<file path="config.mk">
export PLATFORM = sky130hd
export DESIGN_NAME = btn_debounce
export DESIGN_NICKNAME = d
export VERILOG_FILES = /design/src/rtl/btn_debounce.sv
export SDC_FILE = /design/constraint.sdc
export NUM_CORES = 1
export LEC_CHECK = 0
export ABC_AREA = 0
export BUFFER_PORTS_ARGS = -buffer_cell sky130_fd_sc_hd__buf_2
export CAP_MARGIN = 20
export CORE_UTILIZATION = 60
export DETAILED_ROUTE_END_ITERATION = 6
export PLACE_DENSITY = 0.87
export SETUP_SLACK_MARGIN = 0.4
export SLEW_MARGIN = 20
export SYNTH_ARGS = -nofsm -noshare
export SYNTH_HDL_FRONTEND = slang
export SYNTH_SLANG_ARGS = --single-unit
</file>
<file path="constraint.sdc">
create_clock -name CLK100MHZ -period 2.3 [get_ports CLK100MHZ]
set_input_delay 0.115 -clock CLK100MHZ [delete_from_list [all_inputs] [get_ports CLK100MHZ]]
set_output_delay 0.115 -clock CLK100MHZ [all_outputs]
set_load 0.02 [all_outputs]
</file>
<file path="src/rtl/btn_debounce.sv">
// Push-button conditioner: per-channel two-flop synchroniser, stability counter,
// debounced level and registered one-cycle press/release strobes.
module btn_debounce #(
  parameter int N_BTN           = 5,
  parameter int DEBOUNCE_CYCLES = 1_000_000,
  parameter int CNT_W           = 20
) (
  input  logic             CLK100MHZ,
  input  logic             reset,
  input  logic [N_BTN-1:0] btn_in,
  output logic [N_BTN-1:0] btn_level,
  output logic [N_BTN-1:0] btn_press,
  output logic [N_BTN-1:0] btn_release
);

  typedef enum logic [1:0] {
    IDLE,
    COUNT,
    ACCEPT
  } phase_t;

  // The edge where s2 first differs counts as 0, so the level moves on edge
  // E+2+DEBOUNCE_CYCLES; the counter therefore reaches DEBOUNCE_CYCLES itself.
  localparam logic [CNT_W-1:0] CNT_LAST = CNT_W'(DEBOUNCE_CYCLES);

  logic [N_BTN-1:0] s1;
  logic [N_BTN-1:0] s2;

  always_ff @(posedge CLK100MHZ) begin
    if (reset) begin
      s1 <= '0;
      s2 <= '0;
    end else begin
      s1 <= btn_in;
      s2 <= s1;
    end
  end

  for (genvar g = 0; g < N_BTN; g++) begin : g_ch
    logic [CNT_W-1:0] cnt;
    logic [CNT_W-1:0] cnt_nxt;
    logic             level_q;
    logic             press_q;
    logic             release_q;
    logic             level_nxt;
    logic             press_nxt;
    logic             release_nxt;
    phase_t           phase;

    always_comb begin
      phase       = IDLE;
      cnt_nxt     = '0;
      level_nxt   = level_q;
      press_nxt   = 1'b0;
      release_nxt = 1'b0;
      if (s2[g] != level_q) begin
        phase = (cnt == CNT_LAST) ? ACCEPT : COUNT;
      end
      case (phase)
        COUNT: begin
          cnt_nxt = cnt + CNT_W'(1);
        end
        ACCEPT: begin
          level_nxt   = s2[g];
          press_nxt   = s2[g];
          release_nxt = ~s2[g];
        end
        default: begin
          cnt_nxt = '0;
        end
      endcase
    end

    always_ff @(posedge CLK100MHZ) begin
      if (reset) begin
        cnt       <= '0;
        level_q   <= 1'b0;
        press_q   <= 1'b0;
        release_q <= 1'b0;
      end else begin
        cnt       <= cnt_nxt;
        level_q   <= level_nxt;
        press_q   <= press_nxt;
        release_q <= release_nxt;
      end
    end

    assign btn_level[g]   = level_q;
    assign btn_press[g]   = press_q;
    assign btn_release[g] = release_q;
  end

endmodule

</file>
==> run metrics <==
status finished clean; Setup Skew 10.16 ps; H-tree depth 4; Yosys warnings 0; period utilization 0.8032; row count 34; setup slack, reg-to-reg 450 ps; initial antenna violation count 0; nets 679; Worst Path Max Fanout 5; LEAKAGE 2.054 nW; switching part of the total 0.1995; min cycle time layout 1847 ps; CP Capture Type flop; RSZ-0062 raised after global routing false; hold violation total from the final report 0; Root Driver clkbuf_8; syn nets 653; Area contributors post-synth dfxtp_1 (44%), xnor2_1 (7.3%), nor2_1 (6.1%), xor2_1 (3.6%), nand3_1 (3.2%); critical path buffer and inverter count 0; Vias 4,662; Starting Density 0.6338; cell with the most instances after synthesis dfxtp_1; Avg Cell Area, Syn 8.861 sq um; f_max 0.5413 GHz; Req. time, crit path 2750 ps; fraction of layout cells with a size suffix above 1 0.1263; DRC Markers 0; Max clock buf depth 2; Post-DP HPWL 7463 microns; clk sinks 125; Post-Synthesis Cells 636; Clk pin slew, worst setup/hold paths 60 ps; n_diodes 0; Port Buffers 21; first-pass GRT wire length 20,130 microns; final count of pins violating max slew 0; Flop pwr share 0.463; GRT Resource Usage Total 0.2546; Routed WL 12,050 microns; Synth top area share 0.4440; Antenna Nets Post-Route 0; Max-Slew Margin vs Limit 0.5384; CP max stage cell or4_1; Iteration-0 DRC Markers 284; Distinct cells, synth 38; count of max-cap constraint violations 0; Pre-Repair DR Iteration Count 5; critical path cell sequence ha_2, nand2_1, or3_1, or4_1, a21oi_1; DIE WIDTH 98.92 microns; worst vdd ir 440.1 uV; leading area contributor after synthesis dfxtp_1; Int Power 3.782 mW; post-synthesis register bit count 125; critical register-to-register path endpoint g_ch[2].cnt[18]; Most used DFF post-synth dfxtp_1; clock power share 0.525; Die H 98.92 microns; CP top delay family simple AND/OR/NAND/NOR gates; Tot Pwr 4.724 mW; area grow syn2layout 13.92%; CP arrival 2300 ps; Post-synth top cells dfxtp_1 (125), nor2_1 (91), xnor2_1 (47), nand2_1 (36), nand3_1 (36); post-synthesis sequential area ratio 0.4440; Crit path depth 5; reg2reg start g_ch[2].cnt[1]; worst skew pair latency 520 ps; Worst Slack Setup Final 452.7 ps; Crit Path Class flop to flop; post-place setup slack 375.7 ps; worst min path class primary input to flop; routed vias/inst 5.969; EDFF count, synth 0; final-report setup violation count 0; Combinational Power Share 0.012; NetSw 0.9423 mW; async set-reset flop share out of synthesis 0; pwr/cell area 735.8 nW/um^2; die area 9784 sq um; Core ar. 8891 sq um; crit-path max cell delay 470 ps; grt ovf 0; post-synthesis cell area 5635 sq um; vias in the first global route 4,547; CP Launch Point g_ch[2].cnt[1]; num ports 22; largest net degree at the start of global routing 24; CP Capture Point g_ch[2].cnt[18]; cts bufs inserted 17; R2R cell count 5; CTS tree yes; Setup TNS 0 ps; wire length per cell 15.43 microns; Worst-Margin Slew 682.8 ps; crit start category flop; gpl congestion 0.8653
[logic make-up after synthesis]
kind of cell	share of synthesized area
adder cells (fa/ha/maj)	0.02220
AND/OR/NAND/NOR	0.3139
AO/OA/AOI/OAI	0.06550
flip-flops	0.4440
buffers and inverters	0.04552
XOR/XNOR	0.1088
[cell type report]
type | instances | area, sq um
Fill cell | 561 | 2471
Tap cell | 108 | 135.1
Sequential cell | 125 | 2512
Clock buffer | 23 | 456.7
Clock inverter | 7 | 90.09
Multi-Input combinational cell | 459 | 2913
Timing Repair Buffer | 34 | 219.0
Inverter | 25 | 93.84
[through the flow]
stage	cells	cell area, sq um	hold slack [ps]	utilization
2_1_floorplan	636	5635	243.2	-
3_3_place_gp	745	5766	336.0	0.6485
3_5_place_dp	745	5766	335.7	0.6485
4_1_cts	780	6366	32.29	0.7160
5_1_grt	781	6420	61.81	0.7221
6_report	781	6420	35.39	0.7221
[routing by layer]
metal | part of all wire | GRT usage
met1 | 0.43 | 0.3115
met3 | 0.055 | 0.06738
met5 | 0 | 0
met2 | 0.50 | 0.4276
met4 | 0.019 | 0.09989
[timing repair]
action | CTS | global route
endpoints found under the hold margin | 5 | 0
setup buffers | 0 | 1
gates resized for setup | 2 | 15
pin swaps | 0 | 1
hold buffers | 5 | 0
setup endpoints to repair | 1 | 51
[sequential cells by signal (all words and copies together), names as in the netlist]
| register | cells |
|---|---|
| g_ch.press_q | 5 |
| g_ch.level_q | 5 |
| s1 | 5 |
| g_ch.release_q | 5 |
| s2 | 5 |
| g_ch.cnt | 100 |
[power groups by stage]
| stage | Combinational, mW | Sequential, mW | Clock [mW] |
|---|---|---|---|
| 5_1_grt | 0.0632 | 2.19 | 2.61 |
| 6_report | 0.0569 | 2.19 | 2.48 |
| 3_5_place_dp | 0.0481 | 2.23 | 0 |
| 4_1_cts | 0.0556 | 2.19 | 2.49 |
| 3_3_place_gp | 0.0469 | 2.23 | 0 |
| 2_1_floorplan | 0.0317 | 2.23 | 0 |
[cell usage in the layout, fill, tap and decap left out, drive strengths merged, types with 20 or more instances in the layout]
master,Yosys,final
dfxtp,125,125
xnor2,47,47
buf,19,29
nand4,23,23
xor2,23,23
nor2,91,91
clkbuf,8,23
nand3,37,37
or3,20,20
inv,25,25
o21ai,25,25
a21oi,30,30
nand2,36,36
[worst min path at each step]
stage | start | endpoint | cells past startpoint | slack (ps)
floorplan | btn_in[0] | s1[0] | 1 | 240
global placement | btn_in[3] | s1[3] | 2 | 340
detailed placement | btn_in[3] | s1[3] | 2 | 340
CTS | reset | s2[3] | 2 | 30
global route | reset | s1[3] | 2 | 60
finish | reset | s2[0] | 2 | 40
No activity file was read; power rests on OpenSTA's default activity.
